### src/rtl/fifo_uart_tx.sv
// fifo_uart_tx: pops bytes from a FIFO read port and transmits them as UART frames
// (start, 8 data LSB first, optional even parity, one stop bit).
module fifo_uart_tx #(
   parameter int CLKS_PER_BIT = 16,
   parameter bit PARITY_EN = 1'b0
) (
   input  logic       clk,
   input  logic       reset,
   input  logic       enable,
   input  logic       fifo_empty,
   input  logic [7:0] fifo_data,
   output logic       fifo_rd,
   output logic       tx,
   output logic       busy,
   output logic       frame_done
);
   typedef enum logic [2:0] {IDLE, START, DATA, PARITY, STOP} state_t;
   localparam logic [15:0] LAST = 16'(CLKS_PER_BIT - 1);
   state_t      state_q, state_d;
   logic [7:0]  shift_q, shift_d;
   logic [2:0]  idx_q, idx_d;
   logic [15:0] cnt_q, cnt_d;
   logic        par_q, par_d, tx_q, tx_d, busy_q, busy_d, done_q, done_d;
   logic        bit_end;
   assign fifo_rd    = (state_q == IDLE) & enable & ~fifo_empty & ~reset;
   assign bit_end    = (cnt_q == LAST);
   assign tx         = tx_q;
   assign busy       = busy_q;
   assign frame_done = done_q;
   always_comb begin
      state_d = state_q;
      shift_d = shift_q;
      idx_d   = idx_q;
      par_d   = par_q;
      cnt_d   = (state_q == IDLE || bit_end) ? '0 : cnt_q + 16'd1;
      case (state_q)
         IDLE: if (fifo_rd) begin
            state_d = START;
            shift_d = fifo_data;
            idx_d   = '0;
            par_d   = 1'b0;
         end
         START: if (bit_end) state_d = DATA;
         DATA: if (bit_end) begin
            // parity accumulates each bit as it leaves the shifter
            shift_d = {1'b0, shift_q[7:1]};
            par_d   = par_q ^ shift_q[0];
            idx_d   = idx_q + 3'd1;
            if (idx_q == 3'd7) state_d = PARITY_EN ? PARITY : STOP;
         end
         PARITY: if (bit_end) state_d = STOP;
         STOP: if (bit_end) state_d = IDLE;
         default: state_d = IDLE;
      endcase
      // outputs are registered, so they are decoded from the next state
      tx_d   = (state_d == START) ? 1'b0 :
               (state_d == DATA) ? shift_d[0] :
               (state_d == PARITY) ? par_d : 1'b1;
      busy_d = (state_d != IDLE);
      done_d = (state_d == STOP) && (cnt_d == LAST);
   end
   always_ff @(posedge clk) begin
      if (reset) begin
         state_q <= IDLE;
         shift_q <= '0;
         idx_q   <= '0;
         cnt_q   <= '0;
         par_q   <= 1'b0;
         tx_q    <= 1'b1;
         busy_q  <= 1'b0;
         done_q  <= 1'b0;
      end else begin
         state_q <= state_d;
         shift_q <= shift_d;
         idx_q   <= idx_d;
         cnt_q   <= cnt_d;
         par_q   <= par_d;
         tx_q    <= tx_d;
         busy_q  <= busy_d;
         done_q  <= done_d;
      end
   end
endmodule

### config.mk
export PLATFORM = sky130hd
export DESIGN_NAME = fifo_uart_tx
export DESIGN_NICKNAME = d
export VERILOG_FILES = /design/src/rtl/fifo_uart_tx.sv
export SDC_FILE = /design/constraint.sdc
export NUM_CORES = 1
export LEC_CHECK = 0
export CORE_MARGIN = 4
export CORE_UTILIZATION = 50
export CTS_CLUSTER_SIZE = 28
export DETAILED_ROUTE_END_ITERATION = 8
export DONT_BUFFER_PORTS = 1
export PLACE_DENSITY = 0.74
export SETUP_SLACK_MARGIN = 0.2
export SKIP_CTS_REPAIR_TIMING = 1
export SYNTH_ARGS = -nofsm -noshare
export SYNTH_HDL_FRONTEND = slang
export SYNTH_SLANG_ARGS = --single-unit
### constraint.sdc
create_clock -name clk -period 4.5 [get_ports clk]
set_input_delay 1.35 -clock clk [delete_from_list [all_inputs] [get_ports clk]]
set_output_delay 1.35 -clock clk [all_outputs]
set_load 0.1 [all_outputs]
Word level (Yosys, flattened, before mapping)

Cells that the tools add are included.

Bits in registers: 34
Bits of input ports: 12
Word-level logic and storage cells: 56

Add/sub/neg operators: 2
Equality and inequality tests: 13
Multiplexer cells: 20
Bitwise logic cells: 6
Reductions and logical operators: 6

Operators by type and width:

| operator              | count |
|---|---|
| $eq 16x4->1 const B   | 2 |
| $mux 3                | 8 |
| $add 16x1->16 const B | 1 |
| $mux 16               | 1 |
| $mux 8                | 2 |
| $pmux 8 s2            | 1 |
| $pmux 3 s5            | 1 |
| $eq 3x2->1 const B    | 4 |
| $eq 3x3->1 const B    | 3 |
| $eq 3x1->1 const B    | 2 |
| $pmux 3 s2            | 1 |
| $mux 1                | 5 |
| $ne 2x2->1 const B    | 2 |
| $add 3x1->3 const B   | 1 |
| $and 1x1->1           | 3 |
| $logic_not 3->1       | 1 |
| $reduce_and 3->1      | 1 |
| $reduce_bool 3->1     | 1 |
| $not 1->1             | 2 |
| $pmux 1 s2            | 1 |
| $reduce_bool 2->1     | 1 |
| $logic_and 1x1->1     | 1 |
| $logic_or 1x1->1      | 1 |
| $xor 1x1->1           | 1 |

Longest topological paths before layout

Depth after elaboration: 10
Mapped depth: 7
Depth with buffers taken out: 7

Worst setup path after synthesis

OpenSTA, ideal clock, no wires.

Path kind: input -> output
Start: input fifo_empty
End: output fifo_rd
Arrival: 1,937 ps
Required time: 3,150 ps
Setup slack: 1,213 ps
Stages on the path: 4
Path through: nor2_1 nand3_2 inv_1 buf_6

Cells in the longest elaborated chain, start to end: 3

RTL lines:

| what                     | RTL line | RTL |
|---|---|---|
| from (decl)              | 10       | `input logic fifo_empty,` |
| $not 1->1                | 25       | `assign fifo_rd = (state_q == IDLE) & enable & ~fifo_empty & ~reset;` |
| $and 1x1->1 (2 in a row) | 25       |  |
| to (decl)                | 12       | `output logic fifo_rd,` |

No other way between the ends.

Worst setup path in the final report

Ends and elaborated chain as after synthesis.

==> qor.yml <==
outcome: "complete, no violations"
critPathBufInv: 2
timing.final.ws_setup_ns: 1.10
synth_top_cell_by_area: "dfxtp_1"
cp_top_family: "buffers and inverters"
htree_levels: 2
antenna_left: 0
root_buffer: "clkbuf_4"
powerDensity_nw_per_um2: 310
worst_path_max_delay_cell: "buf_4"
power.switching_mw: 0.122
p_int_mw: 0.441
max_freq_ghz: 0.294
drt_iter0_drc: 135
path_class: "primary input to output port"
endpoint_kind: "output port"
routabilityCongestion: 0.841
cts_tree: "yes"
fp.dieH_um: 67.5
grt_pass1_vias: 1305
core.rowCount: 21
skew_ns: 0.0103
layout_worst_path_cycle_share_pct: 75.5
required_ns: 3.15
crit_path_max_incr_delay_ns: 0.35
clkLatencyLatePin_ns: 0.33
cts-buffers-inserted: 5
worst_pin_slew_ns: 0.940
cp_max_fo: 11
hold_viol: 0
critPathLaunchType: "primary input"
synth_cells: 201
synth_area_um2: 1770
setup_violations: 0
die-area_um2: 4550
finalSetupTns_ns: 0
wl_per_cell_um: 14.8
postLayoutCoreUtil_pct: 53.9
coreArea_um2: 3360
fin_cells: 243
power_leakage_nw: 0.602
yosysWarningCount: 0
firstDrtPassIters: 4
syn2layout_area_growth_pct: 2.55
dpl.cell_count: 236
cts.sink_count: 34
nets: 212
peakVddDrop_v: 0.000143
port_buffers: 0
drive_above_1_share_pct: 11.2
ys_types: 47
min_period_ns: 3.40
io_pins: 16
drc_errors: 0
antenna_found_initial: 0
vias: 1413
pwr-share-clk_pct: 40.7
switching_share_pct: 21.7
grt_setup_unrepaired: "false"
yosysTopAreaCellShare_pct: 38.5
post-place-ws_ns: 1.10
grt_pass1_wl_um: 5930
yosys_most_used_dff: "dfxtp_1"
diodes: 0
path_cells: "nor2_1 -> nand3_2 -> inv_1 -> buf_4"
viasPerCell: 5.81
synth_seq_cells: 34
fin_hold_ws_ns: 0.458
clk_path_buf_depth: 2
start_util_pct: 52.6
async_flop_share_pct: 0
hold_class: "flop to flop"
track_usage_pct: 17.2
synth_area_leaders: "dfxtp_1, nor2_1, xnor2_1"
hpwl_um: 2680
drt-total-wl_um: 3590
power_mw: 0.563
combinationalPowerShare_pct: 3.3
cts.clk_slew.worst_paths_ns: 0.10
max_slew_margin_pct: 37.2
synthesis.nets: 216
synth_edf_count: 0
final_area_um2: 1810
cap_violations: 0
dpl_cell_area_um2: 1730
crit_arrival_ns: 2.05
seq_power_share_pct: 56.0
gr-total-overflow: 0
syn_area_per_cell_um2: 8.80
yosysSeqAreaShare_pct: 38.5
grt_max_degree: 22
chipWidth_um: 67.5
drv_slew: 0
==> layout make-up <==
class	count	area (µm²)
flip-flops and latches	34	681
fillers	344	1550
well taps	46	57.6
clock inverters	1	30.0
repair buffers	1	7.51
clock buffers	6	51.3
inverters	1	3.75
multi-input cells	154	982
==> logic make-up after synthesis <==
| family | count (synthesis) | share of synthesized area, % |
|---|---|---|
| simple gates | 102 | 32.3 |
| flops | 34 | 38.5 |
| compound gates | 33 | 13.1 |
| xor+xnor | 15 | 7.43 |
| buf+inv | 13 | 5.94 |
| fa+ha+maj | 3 | 2.12 |
| mux | 1 | 0.566 |
==> worst min-delay path: stages (launching register included) <==
cell	delay, ns
dfxtp_1	0.33
nand2_1	0.05
a21oi_1	0.05
==> power by group through the flow <==
stage / clock network [mW] / logic (mW) / registers (mW)
floorplan: 0 / 0.0187 / 0.321
global placement: 0 / 0.0183 / 0.322
detailed placement: 0 / 0.0187 / 0.322
CTS: 0.232 / 0.0188 / 0.315
global route: 0.243 / 0.0210 / 0.316
finish: 0.229 / 0.0187 / 0.315
==> synth_stat cells, types with 2 or more instances <==
cell,instances
dfxtp_1,34
nor2_1,29
nand2_1,19
a21oi_1,13
xnor2_1,10
nand3_1,8
nor4_1,8
a22oi_1,6
nor3_1,6
buf_6,5
xor2_1,5
and3_1,4
buf_4,3
ha_1,3
nand3b_1,3
nand4_1,3
nor3_2,3
or3_1,3
and2_1,2
buf_2,2
nand3_2,2
nor3b_1,2
nor4_4,2
o211ai_1,2
o21ai_0,2
==> flip-flops by register name (all words and copies together), names as in the netlist <==
register / flops
shift_q: 8
frame_done: 1
busy: 1
tx: 1
cnt_q: 16
state_q: 3
par_q: 1
idx_q: 3
==> path summary, 6_finish.rpt <==
kind,depth (start not counted),slack [ns],startpoint,end
worst max-delay path,4,1.10,fifo_empty,fifo_rd
worst min-delay path,2,0.46,idx_q[2]$_SDFFE_PP0P_,idx_q[2]$_SDFFE_PP0P_
worst max register to register,7,2.27,state_q[0]$_SDFF_PP0_,tx$_SDFF_PP1_
worst min register to register,2,0.46,idx_q[2]$_SDFFE_PP0P_,idx_q[2]$_SDFFE_PP0P_
==> cells in the final DEF, fill, tap and decap left out, types with 4 or more instances in the layout <==
cell	count
dfxtp_1	34
nor2_1	29
nand2_1	19
a21oi_1	13
xnor2_1	10
nor4_1	8
nand3_1	8
nor3_1	6
a22oi_1	6
xor2_1	5
clkbuf_4	5
and3_1	4
==> layer usage <==
layer | global-route usage [%] | wire length, µm | up-vias
met3 | 5.16 | 157 | 5
met5 | 0 | 0 | -
li1 | - | - | 706
met2 | 26.0 | 1650 | 30
met1 | 23.8 | 1750 | 672
met4 | 4.05 | 27 | 0
Power figures use the tool's default switching activity.
